File: config.mk
export PLATFORM = sky130hd
export DESIGN_NAME = fp16add_arb
export DESIGN_NICKNAME = d
export VERILOG_FILES = /design/src/rtl/fp16add_arb.sv
export SDC_FILE = /design/constraint.sdc
export NUM_CORES = 1
export LEC_CHECK = 0
export BUFFER_PORTS_ARGS = -buffer_cell sky130_fd_sc_hd__buf_2
export CORE_MARGIN = 5
export CORE_UTILIZATION = 30
export DETAILED_ROUTE_END_ITERATION = 6
export PLACE_DENSITY_LB_ADDON = 0.25
export SETUP_SLACK_MARGIN = 0.4
export SYNTH_ARGS = -nofsm -noshare
export SYNTH_HDL_FRONTEND = slang
export SYNTH_SLANG_ARGS = --single-unit
File: constraint.sdc
create_clock -name clk -period 3.2 [get_ports clk]
set_clock_uncertainty 0.2 [all_clocks]
set_input_delay 0.64 -clock clk [delete_from_list [all_inputs] [get_ports clk]]
set_output_delay 0.64 -clock clk [all_outputs]
set_load 0.02 [all_outputs]
File: src/rtl/fp16add_arb.sv
`default_nettype none
// ============================================================================
// Module      : fp16add_arb
// Description : Round-robin arbiter that shares a single fp16 add pipeline
//               between N requesters. The granted operands are registered
//               into the adder. A one-hot requester tag travels alongside
//               each operation, so every sum is returned to the requester
//               that issued it.
// Revision    : 1.0 - initial release
// ----------------------------------------------------------------------------
// Parameters
//   N    : number of requesters (2..8)
//   LAT  : adder latency in cycles, o_add_valid -> i_add_res valid (0..8)
// Ports
//   clk          in   1      clock, rising edge
//   rst_n        in   1      asynchronous active-low reset
//   i_en         in   1      1 = new grants allowed; the pipe always drains
//   i_req_valid  in   N      per-requester operand valid
//   o_req_ready  out  N      one-hot grant (transfer on valid & ready)
//   i_req_a      in   16*N   operand A, requester k at [16k+15:16k]
//   i_req_b      in   16*N   operand B, same packing
//   o_add_a      out  16     registered operand A to the adder
//   o_add_b      out  16     registered operand B to the adder
//   o_add_valid  out  1      o_add_a/o_add_b hold an issued operation
//   i_add_res    in   16     adder result, valid LAT cycles after o_add_valid
//   o_rsp_valid  out  N      one-hot 1-cycle pulse marking the result owner
//   o_rsp_res    out  16     registered sum
// Optional build macro
//   FP16ADD_ARB_CNT_EN : adds i_cnt_clr (in, 1) and o_issue_cnt (out, 16*N),
//                        which are saturating per-requester grant counters.
// ============================================================================
module fp16add_arb #(
  parameter int N   = 4,
  parameter int LAT = 2
) (
  input  logic            clk,
  input  logic            rst_n,
  input  logic            i_en,
  input  logic [N-1:0]    i_req_valid,
  output logic [N-1:0]    o_req_ready,
  input  logic [16*N-1:0] i_req_a,
  input  logic [16*N-1:0] i_req_b,
  output logic [15:0]     o_add_a,
  output logic [15:0]     o_add_b,
  output logic            o_add_valid,
  input  logic [15:0]     i_add_res,
  output logic [N-1:0]    o_rsp_valid,
  output logic [15:0]     o_rsp_res
`ifdef FP16ADD_ARB_CNT_EN
  ,
  input  logic            i_cnt_clr,
  output logic [16*N-1:0] o_issue_cnt
`endif
);

  localparam int IDX_W = (N > 1) ? $clog2(N) : 1;

  // Round-robin pointer: index of the most recently granted requester.
  logic [IDX_W-1:0]    rr;
  logic [N-1:0]        grant;
  logic [IDX_W-1:0]    grant_idx;
  logic [IDX_W-1:0]    cand;
  logic [15:0]         sel_a;
  logic [15:0]         sel_b;

  // Stage 0 is the tag of the operation now on o_add_a/o_add_b. Stage LAT
  // lines up with i_add_res.
  logic [LAT:0][N-1:0] tag_pipe;

  // --------------------------------------------------------------------------
  // Arbitration. The candidates are visited from the farthest offset (rr+N)
  // down to the nearest (rr+1). The last match overwrites earlier ones, so the
  // nearest valid requester after rr wins without a separate "found" chain.
  // --------------------------------------------------------------------------
  always_comb begin
    grant     = '0;
    grant_idx = '0;
    cand      = '0;
    if (i_en) begin
      for (int off = N; off >= 1; off--) begin
        cand = IDX_W'((int'(rr) + off) % N);
        if (i_req_valid[cand]) begin
          grant       = '0;
          grant[cand] = 1'b1;
          grant_idx   = cand;
        end
      end
    end
  end

  assign o_req_ready = grant;
  assign sel_a       = i_req_a[16*grant_idx +: 16];
  assign sel_b       = i_req_b[16*grant_idx +: 16];

  // --------------------------------------------------------------------------
  // Issue register, tag pipe and response capture. The tag pipe has no stall,
  // which matches the fixed-latency adder behind o_add_a/o_add_b.
  // --------------------------------------------------------------------------
  always_ff @(posedge clk or negedge rst_n) begin
    if (!rst_n) begin
      rr          <= IDX_W'(N - 1);
      o_add_a     <= '0;
      o_add_b     <= '0;
      o_add_valid <= 1'b0;
      tag_pipe    <= '0;
      o_rsp_valid <= '0;
      o_rsp_res   <= '0;
    end else begin
      if (|grant) begin
        rr      <= grant_idx;
        o_add_a <= sel_a;
        o_add_b <= sel_b;
      end
      o_add_valid <= |grant;
      tag_pipe[0] <= grant;
      for (int s = 1; s <= LAT; s++) begin
        tag_pipe[s] <= tag_pipe[s-1];
      end
      o_rsp_valid <= tag_pipe[LAT];
      // The result is held between responses so that o_rsp_res stays stable.
      if (|tag_pipe[LAT]) begin
        o_rsp_res <= i_add_res;
      end
    end
  end

`ifdef FP16ADD_ARB_CNT_EN
  // --------------------------------------------------------------------------
  // Per-requester grant counters. A clear beats a same-cycle increment, and
  // each counter sticks at all-ones.
  // --------------------------------------------------------------------------
  for (genvar k = 0; k < N; k++) begin : g_cnt
    logic [15:0] cnt;

    always_ff @(posedge clk or negedge rst_n) begin
      if (!rst_n) begin
        cnt <= '0;
      end else if (i_cnt_clr) begin
        cnt <= '0;
      end else if (grant[k] && (cnt != 16'hFFFF)) begin
        cnt <= cnt + 16'd1;
      end
    end

    assign o_issue_cnt[16*k +: 16] = cnt;
  end
`endif

endmodule
`default_nettype wire

==> flow_metrics.tcl <==
set metrics [dict create \
    ir_worst_vdd_mv 0.5890 \
    ys_ff_latch 67 \
    antenna_found_initial 2 \
    grt_max_degree 68 \
    coreArea_sq_um 17360 \
    worstPathMaxFanout 4 \
    syn_area_sq_um 5315 \
    instances_no_fill 970 \
    grt_pass1_wl_microns 28380 \
    syn_inst 543 \
    antenna_left 0 \
    path_class "register to primary output" \
    final_max_slew_viol_count 0 \
    min_from "tag_pipe[0]" \
    cts.reportedPaths.clkPinSlew_ps 60 \
    drc 0 \
    r2r-start "rr[1]" \
    layout_min_cycle_time_ps 3348 \
    tns_ps -4650 \
    holdPathEnd "tag_pipe[4]" \
    ioPinCount 208 \
    cts_buffer_depth 2 \
    hold_depth 0 \
    gp_congestion 0.8122 \
    rows 48 \
    htree_levels 3 \
    endpoint_kind "primary output" \
    synth_largest_area_cell "dfrtp_1" \
    nFillCells 1719 \
    fp.dieH_microns 143.1 \
    status "finished with violations" \
    timing.rr.end "o_add_a[10]" \
    cts_buffers 9 \
    yosysTopAreaCellShare_pct 30.60 \
    seq_area_frac_synth_pct 31.59 \
    powerDensity_nw_per_um2 1137 \
    dieWidth_microns 143.1 \
    worstPathRequired_ps 2360 \
    cts_tree "built" \
    drv_cap 0 \
    post-place-cells 948 \
    insertion_delay_ps 330 \
    max_freq_mhz 298.7 \
    nets 896 \
    vias 5274 \
    synth_edf_count 0 \
    hold_path.class "register to register" \
    fin_ws_ps -148.3 \
    die-area_sq_um 20480 \
    worstSetupStartpointType "register" \
    arrival_ps 2510 \
    grt_use_total_pct 17.23 \
    clockRootBuffer "clkbuf_16" \
    yosysUniqueCellTypes 33 \
    syn_avg_cell_area_sq_um 9.788 \
    dp_hpwl_microns 13280 \
    clock_sinks 67 \
    start_util_pct 30.62 \
    hold_ws_ps 147.3 \
    synthTopCellsByArea "dfrtp_1 31%, o211ai_1 14%, mux2_2 11%" \
    route.detailed.wl_per_inst_microns 18.58 \
    drive_above_1_share_pct 50.00 \
    drt_wl_total_microns 18020 \
    first_pass_iters 4 \
    period_share_pct 104.6 \
    rsz0062_at_grt "true" \
    drt_iter0_markers 211 \
    hold_viol_final 0 \
    power.leakage_nw 3.221 \
    async_flop_share_pct 100.0 \
    maxSlewHeadroom_pct 40.94 \
    ys_warn_count 0 \
    grt_pass1_vias 5432 \
    r2r_slack_ps -140 \
    io_buffers 207 \
    setup_violations 38 \
    violations "negative setup slack" \
    viasPerCell 5.437 \
    ff2ff_path_depth 8 \
    grt_overflow 0 \
    tightest_slew_ps 885.9 \
    synthesis.nets 700 \
    synth-main-ff-cell "dfrtp_1" \
    syn_to_final_growth_pct 36.21 \
]
-- cells in the final DEF (no fill, tap or decap), drive strengths merged, types with 2 or more instances in the layout --
cell type  count
buf          247
o211ai        96
mux2          83
dfrtp         65
nand2         64
a2bb2oi       64
or3           32
nand3         32
clkbuf         9
ha             6
inv            6
and2           5
mux2i          4
a221o          4
o221a          4
mux4           3
a21oi          3
dfstp          2
nor2b          2
-- Yosys cell counts (4+ instances only) --
cell        n
o211ai_1   96
dfrtp_1    65
a2bb2oi_1  64
nand2_1    64
clkbuf_1   55
mux2_2     54
nand3_1    32
or3_1      32
mux2_4     29
ha_1        6
and2_1      5
a221o_1     4
mux2i_1     4
o221a_2     4
-- timing repair --
action | 4_1_cts | 5_1_grt
gates cloned | 0 | 0
gates resized for setup | 16 | 4
buffers inserted | 3 | 2
hold buffers | 0 | 0
setup endpoints to repair | 39 | 39
pin swaps | 6 | 8
-- how the worst max path moves through the flow --
stage	start	end	slack, ps	cells after the start
3_5_place_dp	i_req_valid[0]	o_add_a[12]	-150	8
4_1_cts	rr[0]	o_req_ready[0]	-160	9
3_3_place_gp	i_req_valid[0]	o_add_a[7]	-130	8
2_1_floorplan	rr[0]	o_add_a[0]	-270	11
6_report	rr[1]	o_req_ready[3]	-150	7
5_1_grt	rr[0]	o_req_ready[3]	-210	8
-- registers in the layout (all words and copies together) (netlist names) --
name,cells
o_add_a,16
o_add_b,16
o_rsp_res,16
tag_pipe,12
o_rsp_valid,4
rr,2
o_add_valid,1
-- power by group --
part	total [mW]	switching [mW]	internal (mW)
combinational	5.65	2.72	2.93
clock	1.02	0.404	0.615
sequential	1.56	0.243	1.32
-- cell families after synthesis --
family,share of synthesized area [%]
flops,31.59
simple gates,12.92
mux,21.66
buf+inv,5.720
fa+ha+maj,1.412
compound gates,26.69
-- per-stage QoR --
step	util [%]	power [mW]	area (sq um)	worst slack [ps]
final	41.71	8.229	7239	-148.3
after floorplan	-	5.637	5369	-270.0
after global placement	39.33	6.963	6827	-131.2
after global routing	41.71	8.753	7239	-208.2
after CTS	41.55	8.289	7212	-156.5
after detailed placement	39.33	7.143	6827	-154.4
-- worst max-delay path, cell delays in order, from the launching register on --
cell,delay [ps]
dfstp_2,560
buf_6,110
mux4_2,520
buf_6,150
a221o_1,350
o221a_4,250
buf_6,110
buf_6,120
-- cell type report --
type	instances	area (sq um)	share of cell area, %
antenna	1	2.502	0.03457
timing repair buffer	247	1511	20.88
tap	225	281.5	3.889
sequential	67	1679	23.19
inverter	2	10.01	0.1383
multi-input combinational	412	3448	47.63
clock inverter	7	81.33	1.123
clock buffer	9	225.2	3.111
-- per-layer routing --
layer	share of wire, %	vias up	routed length [microns]	global-route usage [%]
met3	7.9	30	1422	5.191
met4	2.3	2	412	6.003
met1	41	2547	7478	21.01
li1	-	2510	-	-
met5	0.039	-	7	0
met2	48	185	8699	28.93
Power figures use the tool's default switching activity.
